[src/rtl/ddrx_wr_strobe_sched.sv]
// ddrx_wr_strobe_sched: DDR write DQS/DQ enable scheduler.
// A base IDLE/PRE/DATA/POST sequence is generated once, then replayed per
// byte lane through a delay pipeline selected by that lane's delay code.
// Optional feature: define DDRX_SCHED_STATS_EN to add the burst_cnt output.
module ddrx_wr_strobe_sched #(
    parameter int NUM_LANES = 8,
    parameter int BURST_LEN = 8,
    parameter int DLY_W     = 3
) (
    input  logic                          clk,
    input  logic                          rst,
    input  logic                          wr_valid,
    output logic                          wr_ready,
    input  logic [1:0]                    cfg_preamble,
    input  logic                          cfg_postamble,
    input  logic [NUM_LANES*DLY_W-1:0]    cfg_lane_dly,
    output logic [NUM_LANES-1:0]          dqs_oe,
    output logic [NUM_LANES-1:0]          dqs_toggle,
    output logic [NUM_LANES-1:0]          dq_oe,
    output logic [$clog2(BURST_LEN/2)-1:0] beat_idx,
    output logic                          busy
`ifdef DDRX_SCHED_STATS_EN
    ,
    output logic [15:0]                   burst_cnt
`endif
);

    localparam int BEATS  = BURST_LEN / 2;
    localparam int BEAT_W = $clog2(BEATS);
    localparam int DEPTH  = (1 << DLY_W) - 1;

    localparam logic [BEAT_W-1:0] LAST_BEAT = BEAT_W'(BEATS - 1);

    // Base signal bundle: {dqs_oe, dqs_toggle, dq_oe}
    localparam logic [2:0] BASE_OFF  = 3'b000;
    localparam logic [2:0] BASE_PRE  = 3'b100;
    localparam logic [2:0] BASE_DATA = 3'b111;
    localparam logic [2:0] BASE_POST = 3'b100;

    typedef enum logic [1:0] {
        S_IDLE,
        S_PRE,
        S_DATA,
        S_POST
    } state_t;

    state_t              r_state;
    logic [1:0]          r_cnt;
    logic                r_post;
    logic [BEAT_W-1:0]   r_beat;
    logic                r_wr_ready;
    logic [2:0]          r_base;
    logic [DLY_W-1:0]    r_dly  [NUM_LANES];
    logic [2:0]          r_pipe [NUM_LANES][DEPTH];

    logic                w_hs;
    logic                w_pipe_any;
    logic [NUM_LANES-1:0] w_oe;
    logic [NUM_LANES-1:0] w_tog;
    logic [NUM_LANES-1:0] w_dq;

    assign w_hs = wr_valid & r_wr_ready;

    // Base schedule FSM with registered base signals, beat index and ready
    always_ff @(posedge clk or posedge rst) begin
        if (rst) begin
            r_state    <= S_IDLE;
            r_cnt      <= '0;
            r_post     <= 1'b0;
            r_beat     <= '0;
            r_wr_ready <= 1'b0;
            r_base     <= BASE_OFF;
            for (int unsigned i = 0; i < NUM_LANES; i++) begin
                r_dly[i] <= '0;
            end
        end else begin
            case (r_state)
                S_IDLE: begin
                    r_wr_ready <= 1'b1;
                    r_base     <= BASE_OFF;
                    r_beat     <= '0;
                    if (w_hs) begin
                        r_state    <= S_PRE;
                        r_cnt      <= (cfg_preamble == 2'd0) ? 2'd0 : cfg_preamble - 2'd1;
                        r_post     <= cfg_postamble;
                        r_wr_ready <= 1'b0;
                        r_base     <= BASE_PRE;
                        for (int unsigned i = 0; i < NUM_LANES; i++) begin
                            r_dly[i] <= cfg_lane_dly[i*DLY_W +: DLY_W];
                        end
                    end
                end
                S_PRE: begin
                    if (r_cnt == 2'd0) begin
                        r_state    <= S_DATA;
                        r_beat     <= '0;
                        r_base     <= BASE_DATA;
                        r_wr_ready <= 1'b0;
                    end else begin
                        r_cnt <= r_cnt - 2'd1;
                    end
                end
                S_DATA: begin
                    if (r_beat == LAST_BEAT) begin
                        r_beat     <= '0;
                        r_wr_ready <= 1'b0;
                        if (!w_hs) begin
                            // No back-to-back request: close with the postamble
                            r_state <= S_POST;
                            r_cnt   <= {1'b0, r_post};
                            r_base  <= BASE_POST;
                        end
                    end else begin
                        r_beat     <= r_beat + BEAT_W'(1);
                        r_wr_ready <= ((r_beat + BEAT_W'(1)) == LAST_BEAT);
                    end
                end
                S_POST: begin
                    if (r_cnt == 2'd0) begin
                        r_state    <= S_IDLE;
                        r_base     <= BASE_OFF;
                        r_wr_ready <= 1'b1;
                    end else begin
                        r_cnt <= r_cnt - 2'd1;
                    end
                end
                default: begin
                    r_state    <= S_IDLE;
                    r_base     <= BASE_OFF;
                    r_wr_ready <= 1'b0;
                end
            endcase
        end
    end

    // Per-lane delay pipelines; stages beyond the lane's tap are held at zero
    // so that busy reflects only bits still on their way to a lane output
    always_ff @(posedge clk or posedge rst) begin
        if (rst) begin
            for (int unsigned i = 0; i < NUM_LANES; i++) begin
                for (int unsigned k = 0; k < DEPTH; k++) begin
                    r_pipe[i][k] <= '0;
                end
            end
        end else begin
            for (int unsigned i = 0; i < NUM_LANES; i++) begin
                r_pipe[i][0] <= (r_dly[i] != '0) ? r_base : 3'b000;
                for (int unsigned k = 1; k < DEPTH; k++) begin
                    if (k < 32'(r_dly[i])) begin
                        r_pipe[i][k] <= r_pipe[i][k-1];
                    end else begin
                        r_pipe[i][k] <= '0;
                    end
                end
            end
        end
    end

    // Lane output tap select: code 0 passes the registered base straight through
    always_comb begin
        w_oe  = '0;
        w_tog = '0;
        w_dq  = '0;
        for (int unsigned i = 0; i < NUM_LANES; i++) begin
            if (r_dly[i] == '0) begin
                {w_oe[i], w_tog[i], w_dq[i]} = r_base;
            end else begin
                {w_oe[i], w_tog[i], w_dq[i]} = r_pipe[i][r_dly[i] - DLY_W'(1)];
            end
        end
    end

    // Any enable bit still in flight in a lane pipeline keeps busy asserted
    always_comb begin
        w_pipe_any = 1'b0;
        for (int unsigned i = 0; i < NUM_LANES; i++) begin
            for (int unsigned k = 0; k < DEPTH; k++) begin
                w_pipe_any = w_pipe_any | (|r_pipe[i][k]);
            end
        end
    end

    assign dqs_oe     = w_oe;
    assign dqs_toggle = w_tog;
    assign dq_oe      = w_dq;
    assign beat_idx   = r_beat;
    assign wr_ready   = r_wr_ready;
    assign busy       = (r_state != S_IDLE) | w_pipe_any;

`ifdef DDRX_SCHED_STATS_EN
    logic [15:0] r_burst_cnt;

    // Saturating count of accepted bursts
    always_ff @(posedge clk or posedge rst) begin
        if (rst) begin
            r_burst_cnt <= '0;
        end else if (w_hs && (r_burst_cnt != '1)) begin
            r_burst_cnt <= r_burst_cnt + 16'd1;
        end
    end

    assign burst_cnt = r_burst_cnt;
`endif

endmodule

[config.mk]
export PLATFORM = sky130hd
export DESIGN_NAME = ddrx_wr_strobe_sched
export DESIGN_NICKNAME = d
export VERILOG_FILES = /design/src/rtl/ddrx_wr_strobe_sched.sv
export SDC_FILE = /design/constraint.sdc
export NUM_CORES = 1
export LEC_CHECK = 0
export BUFFER_PORTS_ARGS = -buffer_cell sky130_fd_sc_hd__buf_2
export CORE_AREA = 2 2 141 156
export CTS_CLUSTER_SIZE = 25
export DETAILED_ROUTE_END_ITERATION = 6
export DIE_AREA = 0 0 143 158
export PLACE_DENSITY = 0.59
export SLEW_MARGIN = 0
export SYNTH_ARGS = -nofsm -noshare
export SYNTH_HDL_FRONTEND = slang
export SYNTH_SLANG_ARGS = --single-unit
[constraint.sdc]
create_clock -name clk -period 4.55 [get_ports clk]
set_input_delay 0.2275 -clock clk [delete_from_list [all_inputs] [get_ports clk]]
set_output_delay 0.2275 -clock clk [all_outputs]
set_load 0.03 [all_outputs]
Yosys cells after proc, flatten, opt, wreduce, memory -nomap -nowiden
Index checks and enable logic that the tools add are counted.
{ "op_classes": {"n_div": 0, "reduce_logical": 84, "mul": 0, "addsub": 11, "magnitude_cmp": 56, "shifts": 0, "mux": 129, "n_eq_ne": 11, "bitwise_logic": 65} }
{ "ops": {"columns": ["op", "count"], "rows": [
  ["2-to-1 mux 3 bit", 77],
  ["OR reduction 3 bit", 56],
  ["binary-select mux 3 bit (select 3 bit)", 8],
  ["< comparator 3 bit, first input constant", 24],
  ["bitwise OR 1 bit", 56],
  ["< comparator 2 x 3 -> 1 bit, first input constant", 16],
  ["greater-or-equal comparator 4 bit, second input constant", 8],
  ["NOT 3 -> 4 bit", 8],
  ["2-to-1 mux 1 bit", 28],
  ["nonzero test 3 bit", 9],
  ["zero test 3 bit", 8],
  ["< comparator 1 x 3 -> 1 bit, first input constant", 8],
  ["subtractor 3 x 1 -> 3 bit, second input constant", 8],
  ["2-to-1 mux 2 bit", 11],
  ["!= test 2 bit, second input constant", 6],
  ["case mux 2 bit (3 select lines)", 2],
  ["case mux 3 bit (4 select lines)", 1],
  ["== test 2 bit, second input constant", 4],
  ["case mux 2 bit (4 select lines)", 1],
  ["AND reduction 4 bit", 2],
  ["zero test 2 bit", 3],
  ["AND reduction 2 bit", 3],
  ["AND reduction 5 bit", 1],
  ["case mux 1 bit (4 select lines)", 1],
  ["other kinds (6)", 7]
]} }
{ "word_totals": {"ramBits": 0, "output_inout_bits": 28, "latchBits": 0, "word_cells": 426, "mem_count": 0, "inputBits": 30, "romBits": 0, "register_bits": 203} }

Logic depth before layout (Yosys ltp)
Gate-level depths: netlist of the first run.
{ "depth": {"word_depth": 57, "ltp_mapped": 9, "depth_no_buf": 6} }

Worst setup path after synthesis of the first run
Ideal clock, no wire load.
{ "synth_timing": {"path_kind": "register -> output", "startpoint": "register r_dly[21] (netlist name)", "endpoint": "output dqs_toggle[0]", "n_path_buf": 3, "arrival_time_ps": 2671, "stages_incl_launch_ff": 10, "t_required_ps": 4323, "path_slack_ps": 1652, "path_cell_list": "dfrtp_1 > buf_2 > inv_1 > ha_1 > clkbuf_1 > mux4_2 > nor3_1 > a21o_1 > a211oi_1 > buf_4"} }
{ "synth_via": {"elab_chain_len": 6, "word_cells_on_any_way": 7, "classes_between": "add/sub: 1; mux: 4; bitwise: 1; reduce/logical: 1"} }
{ "synth_lines": {"columns": ["item", "line_no", "text"], "rows": [
  ["start, declared", "53", "logic [DLY_W-1:0] r_dly [NUM_LANES];"],
  ["start signal, assigned by index", "89", "r_dly[i] <= cfg_lane_dly[i*DLY_W +: DLY_W];"],
  ["subtractor 3 x 1 -> 3 bit", "168", "{w_oe[i], w_tog[i], w_dq[i]} = r_pipe[i][r_dly[i] - DLY_W'(1)];"],
  ["NOT 3 -> 4 bit (not written as such)", "168", null],
  ["binary-select mux 3 bit (select 3 bit)", "168", null],
  ["2-to-1 mux 3 bit (not written as such) (2 in a row)", "168", null],
  ["2-to-1 mux 1 bit (*)", "165", "if (r_dly[i] == '0) begin"],
  ["end, declared", "18", "output logic [NUM_LANES-1:0] dqs_toggle,"]
]} }
Mark *: on every way between the ends. The rest lies on a longest branch, timed or not. The select of a mux whose other input is x is not followed.

Worst setup path in the final report of the first run
{ "layout_timing": {"startpoint": "register r_dly[12] (netlist name)", "endpoint": "output dq_oe[3]"} }
{ "layout_via": {"elab_chain_len": 6, "word_cells_on_any_way": 7, "classes_between": "add/sub: 1; mux: 4; bitwise: 1; reduce/logical: 1"} }
{ "layout_lines": {"columns": ["item", "line_no", "text"], "rows": [
  ["subtractor 3 x 1 -> 3 bit", "168", null],
  ["NOT 3 -> 4 bit (not written as such)", "168", null],
  ["binary-select mux 3 bit (select 3 bit)", "168", null],
  ["2-to-1 mux 3 bit (not written as such) (2 in a row)", "168", null],
  ["2-to-1 mux 1 bit (*)", "165", null],
  ["end, declared", "19", "output logic [NUM_LANES-1:0] dq_oe,"]
]} }
Marks and branches as above.

==> results of run 1 <==
-- cell families after synthesis --
family	after synthesis	share of synthesized area
flops	146	0.5047
mux	64	0.1220
compound gates	95	0.08434
xor+xnor	6	0.007259
buf+inv	76	0.04701
simple gates	217	0.1794
fa+ha+maj	32	0.05531
-- registers in the layout (all words and copies together), names as in the netlist --
signal    count
beat_idx      2
r_base        2
r_cnt         2
r_dly        24
r_pipe      112
r_post        1
r_state       2
wr_ready      1
-- synth_stat cells (4+ instances only) --
master	n
nor2_1	13
nor2b_1	38
nor4_1	29
xor2_1	5
nor3_1	5
o211ai_1	11
ha_1	32
a211oi_1	10
nand4_1	6
o21ai_0	18
or3_1	4
o2bb2ai_1	6
clkbuf_1	18
a221oi_1	4
mux2i_1	14
o31ai_1	4
nand3b_1	7
mux4_2	16
and4_1	14
inv_1	40
nand2b_1	4
nand2_1	30
dfrtp_1	146
and3_1	32
buf_4	8
and2_1	26
mux2_2	34
buf_2	8
a21oi_1	32
-- power groups by stage --
stage / Clock [W] / Sequential, W / Combinational (W)
floorplan: 0 / 0.00190 / 0.00262
global placement: 0 / 0.00221 / 0.00299
CTS: 0.00154 / 0.00218 / 0.00303
detailed placement: 0 / 0.00220 / 0.00301
global route: 0.00160 / 0.00226 / 0.00332
finish: 0.00150 / 0.00218 / 0.00300
-- worst max-delay path by stage --
stage | end | slack, ps
floorplan | beat_idx[0] | 400
global placement | dqs_toggle[6] | 2150
detailed placement | dq_oe[3] | 2080
CTS | dq_oe[3] | 1620
global route | dqs_toggle[3] | 1450
finish | dq_oe[3] | 1650
-- worst max-delay path, cell delays in order, from the launching register on --
cell and delay (ps):
dfrtp_1 540, inv_1 160, ha_1 460, mux4_2 360
or3_1 320, a21oi_1 130, a211oi_1 70, buf_2 210
-- routing by layer --
metal | part of all wire | vias up | routed length [µm] | GRT usage
li1 | - | 2364 | - | -
met4 | 0.012 | 0 | 199 | 0.04526
met2 | 0.49 | 86 | 7976 | 0.2515
met5 | 0 | - | 0 | 0
met1 | 0.47 | 2426 | 7666 | 0.2081
met3 | 0.035 | 15 | 568 | 0.03448
-- cell type report --
| type | count | area (µm²) | share of cell area |
|---|---|---|---|
| Tap cell | 290 | 362.8 | 0.04344 |
| Timing Repair Buffer | 59 | 300.3 | 0.03595 |
| Clock buffer | 20 | 456.7 | 0.05467 |
| Multi-Input combinational cell | 414 | 3246 | 0.3886 |
| Inverter | 40 | 155.1 | 0.01857 |
| Sequential cell | 146 | 3654 | 0.4374 |
| Clock inverter | 12 | 178.9 | 0.02142 |
-- layout by cell type, fill, tap and decap left out, types with 14 or more instances in the layout --
master     netlist  routed
nor2b_1         38      38
buf_2            8      57
and3_1          32      32
clkbuf_16        0      17
inv_1           40      39
ha_1            32      32
nand2_1         30      30
mux2_2          34      34
mux4_2          16      16
a21oi_1         32      32
nor4_1          29      29
and4_1          14      14
o21ai_0         18      18
dfrtp_1        146     146
and2_1          26      26
mux2i_1         14      14
-- stage by stage --
| step | worst slack [ps] | util | hold WS (ps) | cells |
|---|---|---|---|---|
| 5_1_grt | 1450 | 0.3961 | 12.34 | 981 |
| 6_report | 1652 | 0.3961 | -1.081 | 981 |
| 3_3_place_gp | 2146 | 0.3659 | 460.8 | 949 |
| 3_5_place_dp | 2079 | 0.3659 | 463.1 | 949 |
| 2_1_floorplan | 399.5 | - | 378.1 | 636 |
| 4_1_cts | 1622 | 0.3961 | 14.45 | 981 |
==> impl_results.md, run 1 <==
* Die Y at 158 µm
* Reg2reg end: r_dly[12]
* Starting Density at 0.3433
* Area of the die at 22590 µm²
* Min-Delay Path Class: primary input to async pin
* Final #Nets at 740
* Via density at 4.986
* Startpoint Class: flip-flop
* Worst-skew pair later-pin latency at 430 ps
* # Post-CTS Setup Buffers at 0
* Cell area after layout at 8353 µm²
* Tmin final at 2898 ps
* Syn. warnings at 0
* Static Leak at 4.026 nW
* Post-synth top flop: dfrtp_1
* Clock Power Share at 0.225
* First-pass GRT wire length at 26830 µm
* Initial antenna violation count at 0
* Status: finished, violations left
* Crit-path max FO at 10
* CTS Buf Count at 17
* Sequential share of power at 0.327
* Sw Pwr at 0.002841 W
* CP Capture Type: output pin
* # IOs at 58
* Yosys top cell area share at 0.5047
* Slew headroom at 0.3073
* Area contributors post-synth: dfrtp_1 (50%), ha_1 (5.5%), mux2_2 (5.3%)
* Total Power Consumption at 0.006680 W
* CTS H-tree lvls at 4
* Residual DRC at 0
* Final Max Tran Viols at 0
* Drt pass-1 iters at 4
* Critical R2R Launch: r_state[0]
* Rows at 56
* Hold buffers post-CTS at 0
* WL final at 16410 µm
* Layout cell share with drive strength beyond 1 at 0.2113
* Total number of vias at 4891
* Register bit total from synthesis at 146
* Die width at 143 µm
* GR Util All Layers at 0.1549
* RD Place Congestion at 0.7857
* FF-to-FF path depth at 5
* Final hold viol count at 1
* CP Launch Point: r_dly[12]
* Core Footprint at 21090 µm²
* CTS tree: built
* RSZ-0062 raised after global routing: false
* Period utilisation layout at 0.6370
* P&R area growth vs syn at 15.38%
* # port buffers at 57
* Post-route ant nets at 0
* Ys async rst share at 1.000
* Yosys cell types at 47
* Arrival time worst endpoint at 2670 ps
* Syn Inst Count at 636
* Dpl hpwl at 11500 µm
* Worst Tran Pin Value at 1039 ps
* Failing checks: hold timing
* Final setup violation count at 0
* Number of global-route vias before repair at 4956
* Int Power at 0.003839 W
* Avg Inst Size Synth at 11.38 µm²
* Clk_skew at 8.202 ps
* Largest net degree at the start of global routing at 113
* Post-synth EDFFs at 0
* Routed len/inst at 16.73 µm
* Worst-path clk slew at 60 ps
* Comb pwr share at 0.449
* Maxcap violations at 0
* Min Hold Slack at -1.081 ps
* Root Buffer: clkbuf_16
* Setup TNS at 0 ps
* CP Class: flip-flop to output pin
* Antenna diodes at 0
* Fmax at 0.3450 GHz
* Worst IR drop on VDD at 467.0 µV
* DP Area at 7717 µm²
* Synth Cell Area at 7239 µm²
* GRT overflow at 0
* Resized Gates After CTS at 0
* Leading area contributor after synthesis: dfrtp_1
* FF-to-FF setup slack at 2560 ps
* Sequential area share after synthesis at 0.5047
* # clock sinks at 146
* PwrDens at 799.7 nW/µm²
* Synthesized Nets at 698
* Fillers at 2043
* Req. time, crit path at 4320 ps
* CTS max path bufs at 2
* 1st-iter DRT viols at 198
* Switching Fraction at 0.4253
(Power assumes the default switching activity.)
==> run 2: changes to the inputs <==
==> constraint.sdc (replaced) <==
create_clock -name clk -period 2.9 [get_ports clk]
set_input_delay 0.145 -clock clk [delete_from_list [all_inputs] [get_ports clk]]
set_output_delay 0.145 -clock clk [all_outputs]
set_load 0.03 [all_outputs]
==> run 2 against run 1 <==
Compared with the run above:
- the flow now finishes without violations
- cell count rose by 3.3%
- clock skew up 4.0 ps
- final area increased by 4.1%
- count of clock-buffer cells in the layout grew 3
- critical path type unchanged
- critical endpoint is now dqs_toggle[3]
- largest cell class unchanged
- largest power group unchanged
==> impl_results.md, run 2 (synthesis gave the netlist of run 1 again) <==
* Largest net degree at the start of global routing at 62
* Most frequent cells in the layout: dfrtp_1 (142), buf_2 (57), inv_1 (39), nor2b_1 (38), mux2_2 (34)
* Fmax at 0.3721 GHz
* RD Place Congestion at 0.8247
* Slew headroom at 0.5156
* Starting Density at 0.3433
* CTS Buf Count at 17
* Root Buffer: clkbuf_16
* Area of the die at 22590 µm²
* Status: finished, final reports clean
* Req. time, crit path at 2760 ps
* Worst-path clk slew at 50 ps
* Cell area after layout at 8697 µm²
* CTS max path bufs at 2
* Startpoint Class: flip-flop
* Via density at 4.963
* FF-to-FF setup slack at 910 ps
* WHS Endpoint: r_dly[0]
* Top reg by flops: r_pipe
* Drt pass-1 iters at 4
* Residual DRC at 0
* Met2 usage in global routing at 0.2452
* Number of global-route vias before repair at 5084
* Comb pwr share at 0.459
* CTS H-tree lvls at 4
* Post-route setup slack at 212.7 ps
* Layout cell share with drive strength beyond 1 at 0.2172
* GRT overflow at 0
* Inst Count DP at 956
* Tmin final at 2687 ps
* # IOs at 58
* Clock Power Share at 0.224
* Worst Tran Pin Value at 725.8 ps
* Clk_skew at 12.22 ps
* Antenna diodes at 0
* Period utilisation layout at 0.9266
* Worst IR drop on VDD at 937.3 µV
* Static Leak at 4.176 nW
* # port buffers at 57
* Arrival time worst endpoint at 2540 ps
* Regs by FF count: r_pipe x112, r_dly x24
* Post-route ant nets at 0
* CP Capture Type: output pin
* GR Util All Layers at 0.1535
* Switching Fraction at 0.4186
* Utilization after layout at 0.4124
* Max FFs per register at 112
* Pre-CTS setup slack at 527.0 ps
* Min-Delay Path Class: primary input to flip-flop
* Most common cell after layout, fill and taps aside: dfrtp_1
* Final setup violation count at 0
* RSZ-0062 raised after global routing: false
* WL final at 16400 µm
* Core Footprint at 21090 µm²
* Die width at 143 µm
* 1st-iter DRT viols at 248
* Final #Nets at 772
* Final cell count without fillers at 1013
* Hold Crit Start: cfg_lane_dly[21]
* Hold path depth at 2
* Final Max Tran Viols at 0
* Crit-path max FO at 10
* CP Launch Point: r_dly[12]
* Dpl hpwl at 11680 µm
* Sequential share of power at 0.317
* Reg2reg end: r_state[1]
* CTS tree: built
* Initial antenna violation count at 0
* First-pass GRT wire length at 26920 µm
* P&R area growth vs syn at 20.13%
* Layer with the highest usage: met2
* Routed len/inst at 16.19 µm
* Sw Pwr at 0.004439 W
* Die Y at 158 µm
* DP Area at 7794 µm²
* CP Class: flip-flop to output pin
* Int Power at 0.006165 W
* # Post-CTS Setup Buffers at 0
* Setup TNS at 0 ps
* Final hold viol count at 0
* Worst-skew pair later-pin latency at 420 ps
* PwrDens at 1219 nW/µm²
* Total number of vias at 5028
* Rows at 56
* Maxcap violations at 0
* Met1 Use GR at 0.2158
* Critical R2R Launch: r_state[0]
* FF-to-FF path depth at 5
* # clock sinks at 146
* Met3 GRT Util at 0.03448
run 2: cell types whose count changed in the layout (fill, tap and decap cells not counted):
cell,delta
dfrtp_2,+4
buf_4,+5
clkbuf_8,+3
dlygate4sd3_1,+25
dfrtp_1,-4
buf_12,+2
clkinv_2,+1
inv_6,-2
clkinv_4,-2
run 2: power groups by stage:
stage	clock (W)	combinational, W	sequential [W]
6_report	0.00238	0.00486	0.00336
5_1_grt	0.00252	0.00540	0.00348
4_1_cts	0.00242	0.00491	0.00337
3_5_place_dp	0	0.00486	0.00339
3_3_place_gp	0	0.00482	0.00339
2_1_floorplan	0	0.00412	0.00298
run 2: layout make-up:
class,instances,area [µm²]
inverters,40,153.9
repair buffers,91,628.1
flip-flops and latches,146,3659
multi-input cells,414,3246
well taps,290,362.8
clock inverters,9,150.1
clock buffers,23,498.0
fillers,2009,12390
run 2: metrics by stage:
step	hold WS, ps	total power [W]
after floorplan	295.6	0.007096
after detailed placement	269.1	0.008249
after CTS	0.4675	0.01070
final	5.940	0.01060
after global routing	0.8742	0.01140
after global placement	264.2	0.008209
run 2: worst max-delay path by stage:
stage,end,slack (ps),cells past startpoint
after floorplan,dqs_toggle[0],80,9
after global placement,dq_oe[6],600,7
after detailed placement,dq_oe[3],530,7
after CTS,dq_oe[3],80,7
after global routing,dq_oe[3],10,7
final,dqs_toggle[3],210,7
run 2: critical path: stages (launching register included):
cell and delay, ps:
dfrtp_2 460, inv_1 120, ha_1 440, mux4_2 360, or3_1 310, a21oi_1 140
a211oi_1 80, buf_2 210
run 2: repair_timing:
action | 4_1_cts | 5_1_grt
endpoints found under the setup margin | 0 | 10
hold buffers | 25 | 0
resized for setup | 0 | 4
hold endpoints to repair | 49 | 0
run 2: routing by layer:
metal	share of wire	wire, µm	up-vias
li1	-	-	2433
met1	0.49	8042	2496
met2	0.47	7754	89
met3	0.028	456	10
met4	0.0088	145	0
met5	0	0	-
==> run 3: changes to the inputs <==
--- a/config.mk
+++ b/config.mk
@@ -11,6 +11,7 @@
 export DETAILED_ROUTE_END_ITERATION = 6
 export DIE_AREA = 0 0 143 158
 export PLACE_DENSITY = 0.59
+export SETUP_SLACK_MARGIN = 0.5
 export SLEW_MARGIN = 0
 export SYNTH_ARGS = -nofsm -noshare
 export SYNTH_HDL_FRONTEND = slang
==> run 3 against run 2 <==
Compared with the run above:
- register-to-register slack is essentially flat
- clock power down 4%
- power increased by 7.6%
- non-clock buffer count grew 17
- final area rose by 4.2%
- clock skew decreased by 4.1 ps
- hold slack improved by 59 ps
- combinational power up 20%
==> impl_results.md, run 3 (synthesis gave the netlist of run 1 again) <==
* Total number of vias at 5200
* Startpoint Class: flip-flop
* Maxcap violations at 0
* Max FFs per register at 112
* 1st-iter DRT viols at 197
* CTS Buf Count at 17
* PwrDens at 1259 nW/µm²
* Routed len/inst at 16.77 µm
* GR Util All Layers at 0.1596
* RD Place Congestion at 0.8153
* Post-route ant nets at 0
* CP Class: flip-flop to output pin
* Fmax at 0.4217 GHz
* RSZ-0062 raised after global routing: true
* FF-to-FF setup slack at 920 ps
* Via density at 5.053
* Static Leak at 4.251 nW
* Critical R2R Launch: r_state[0]
* Final setup violation count at 0
* Final cell count without fillers at 1029
* # port buffers at 57
* Final Max Tran Viols at 0
* Die width at 143 µm
* Utilization after layout at 0.4296
* Crit-path max FO at 5
* Number of global-route vias before repair at 5183
* Req. time, crit path at 2760 ps
* Antenna diodes at 0
* Regs by FF count: r_pipe x112, r_dly x24
* WL final at 17260 µm
* Layout cell share with drive strength beyond 1 at 0.2923
* Arrival time worst endpoint at 2230 ps
* Slew headroom at 0.4212
* Reg2reg end: r_cnt[0]
* Status: finished, final reports clean
* Min Hold Slack at 65.15 ps
* Most common cell after layout, fill and taps aside: dfrtp_1
* Final hold viol count at 0
* FF+latch area at 3665 µm²
* P&R area growth vs syn at 25.16%
* Tmin final at 2371 ps
* CP Capture Type: output pin
* First-pass GRT wire length at 27900 µm
* Hold Crit Start: cfg_preamble[1]
* Largest net degree at the start of global routing at 56
* Area of the die at 22590 µm²
* Inst Count DP at 957
* Dpl hpwl at 11790 µm
* Core Footprint at 21090 µm²
* Period utilisation layout at 0.8177
* CTS tree: built
* Initial antenna violation count at 0
* Drt pass-1 iters at 4
* Top reg by flops: r_pipe
* Total Power Consumption at 0.01141 W
* Residual DRC at 0
* Fillers at 1977
* CTS H-tree lvls at 4
* Worst Tran Pin Value at 866.3 ps
* Min-Delay Path Class: primary input to flip-flop
* Worst IR drop on VDD at 720.1 µV
* GRT overflow at 0
* CTS max path bufs at 2
* # IOs at 58
* Die Y at 158 µm
* Clk_skew at 8.103 ps
* Multi-input gate area at 3448 µm²
* Root Buffer: clkbuf_16
* # clock sinks at 146
* Worst-skew pair later-pin latency at 420 ps
* Starting Density at 0.3433
* Rows at 56
* Most frequent cells in the layout: dfrtp_1 (137), buf_2 (41), nor2b_1 (36), mux2_2 (34), buf_4 (33)
* Final #Nets at 789
* Worst-path clk slew at 60 ps
* Setup TNS at 0 ps
* Hold path depth at 3
* WHS Endpoint: r_cnt[1]
* FF-to-FF path depth at 5
run 3: cell types whose count changed in the layout (fill, tap and decap cells not counted), sizes merged:
cell | previous run | this run
dlygate4sd3 | 25 | 26
clkinv | 3 | 4
buf | 66 | 80
run 3: layout make-up:
class / count / area share
timing repair buffer: 108 / 0.09072
sequential: 146 / 0.4044
multi-input combinational: 414 / 0.3806
clock inverter: 10 / 0.01754
inverter: 40 / 0.01698
clock buffer: 21 / 0.04971
tap: 290 / 0.04004
run 3: worst max-delay path by stage:
stage	slack, ps	cells after the start	endpoint	start
after floorplan	520	9	dqs_toggle[3]	r_dly[12]
after global placement	570	7	dqs_toggle[6]	r_dly[3]
after detailed placement	520	7	dq_oe[3]	r_dly[12]
after CTS	470	7	dq_oe[0]	r_dly[21]
after global routing	420	7	dq_oe[3]	r_dly[13]
final	530	7	dqs_toggle[6]	r_dly[4]
run 3: timing repair:
item                                    CTS  global route
pin swaps                                 4             5
hold endpoints to repair                 58             0
buffers inserted                          9             6
hold buffers                             26             0
gates resized for setup                  41            34
endpoints found under the setup margin   24            23
gates cloned                              0             0
run 3: critical path, stage by stage (launching register included):
cell and delay, ps:
dfrtp_1 370, inv_2 70, ha_4 300, mux2_2 330
a221o_2 380, nor2_2 100, a211oi_2 60, buf_4 200
run 3: routing by layer:
metal / global-route usage / vias up / wire length [µm]
li1: - / 2470 / -
met1: 0.2175 / 2605 / 7972
met2: 0.2566 / 104 / 8381
met3: 0.03448 / 21 / 625
met4: 0.04620 / 0 / 279
met5: 0 / - / 0
run 3: power breakdown:
group / internal (W) / leakage [nW] / total (W) / switching [W]
logic: 0.00261 / 2.03 / 0.00585 / 0.00323
registers: 0.00260 / 1.93 / 0.00328 / 0.000688
clock network: 0.00145 / 0.293 / 0.00228 / 0.000823
run 3: metrics by stage:
| stage | cell area [µm²] | setup WS (ps) |
|---|---|---|
| after floorplan | 7274 | 522.4 |
| after global placement | 7850 | 569.5 |
| after detailed placement | 7850 | 521.0 |
| after CTS | 8907 | 473.3 |
| after global routing | 9061 | 418.7 |
| final | 9061 | 528.7 |
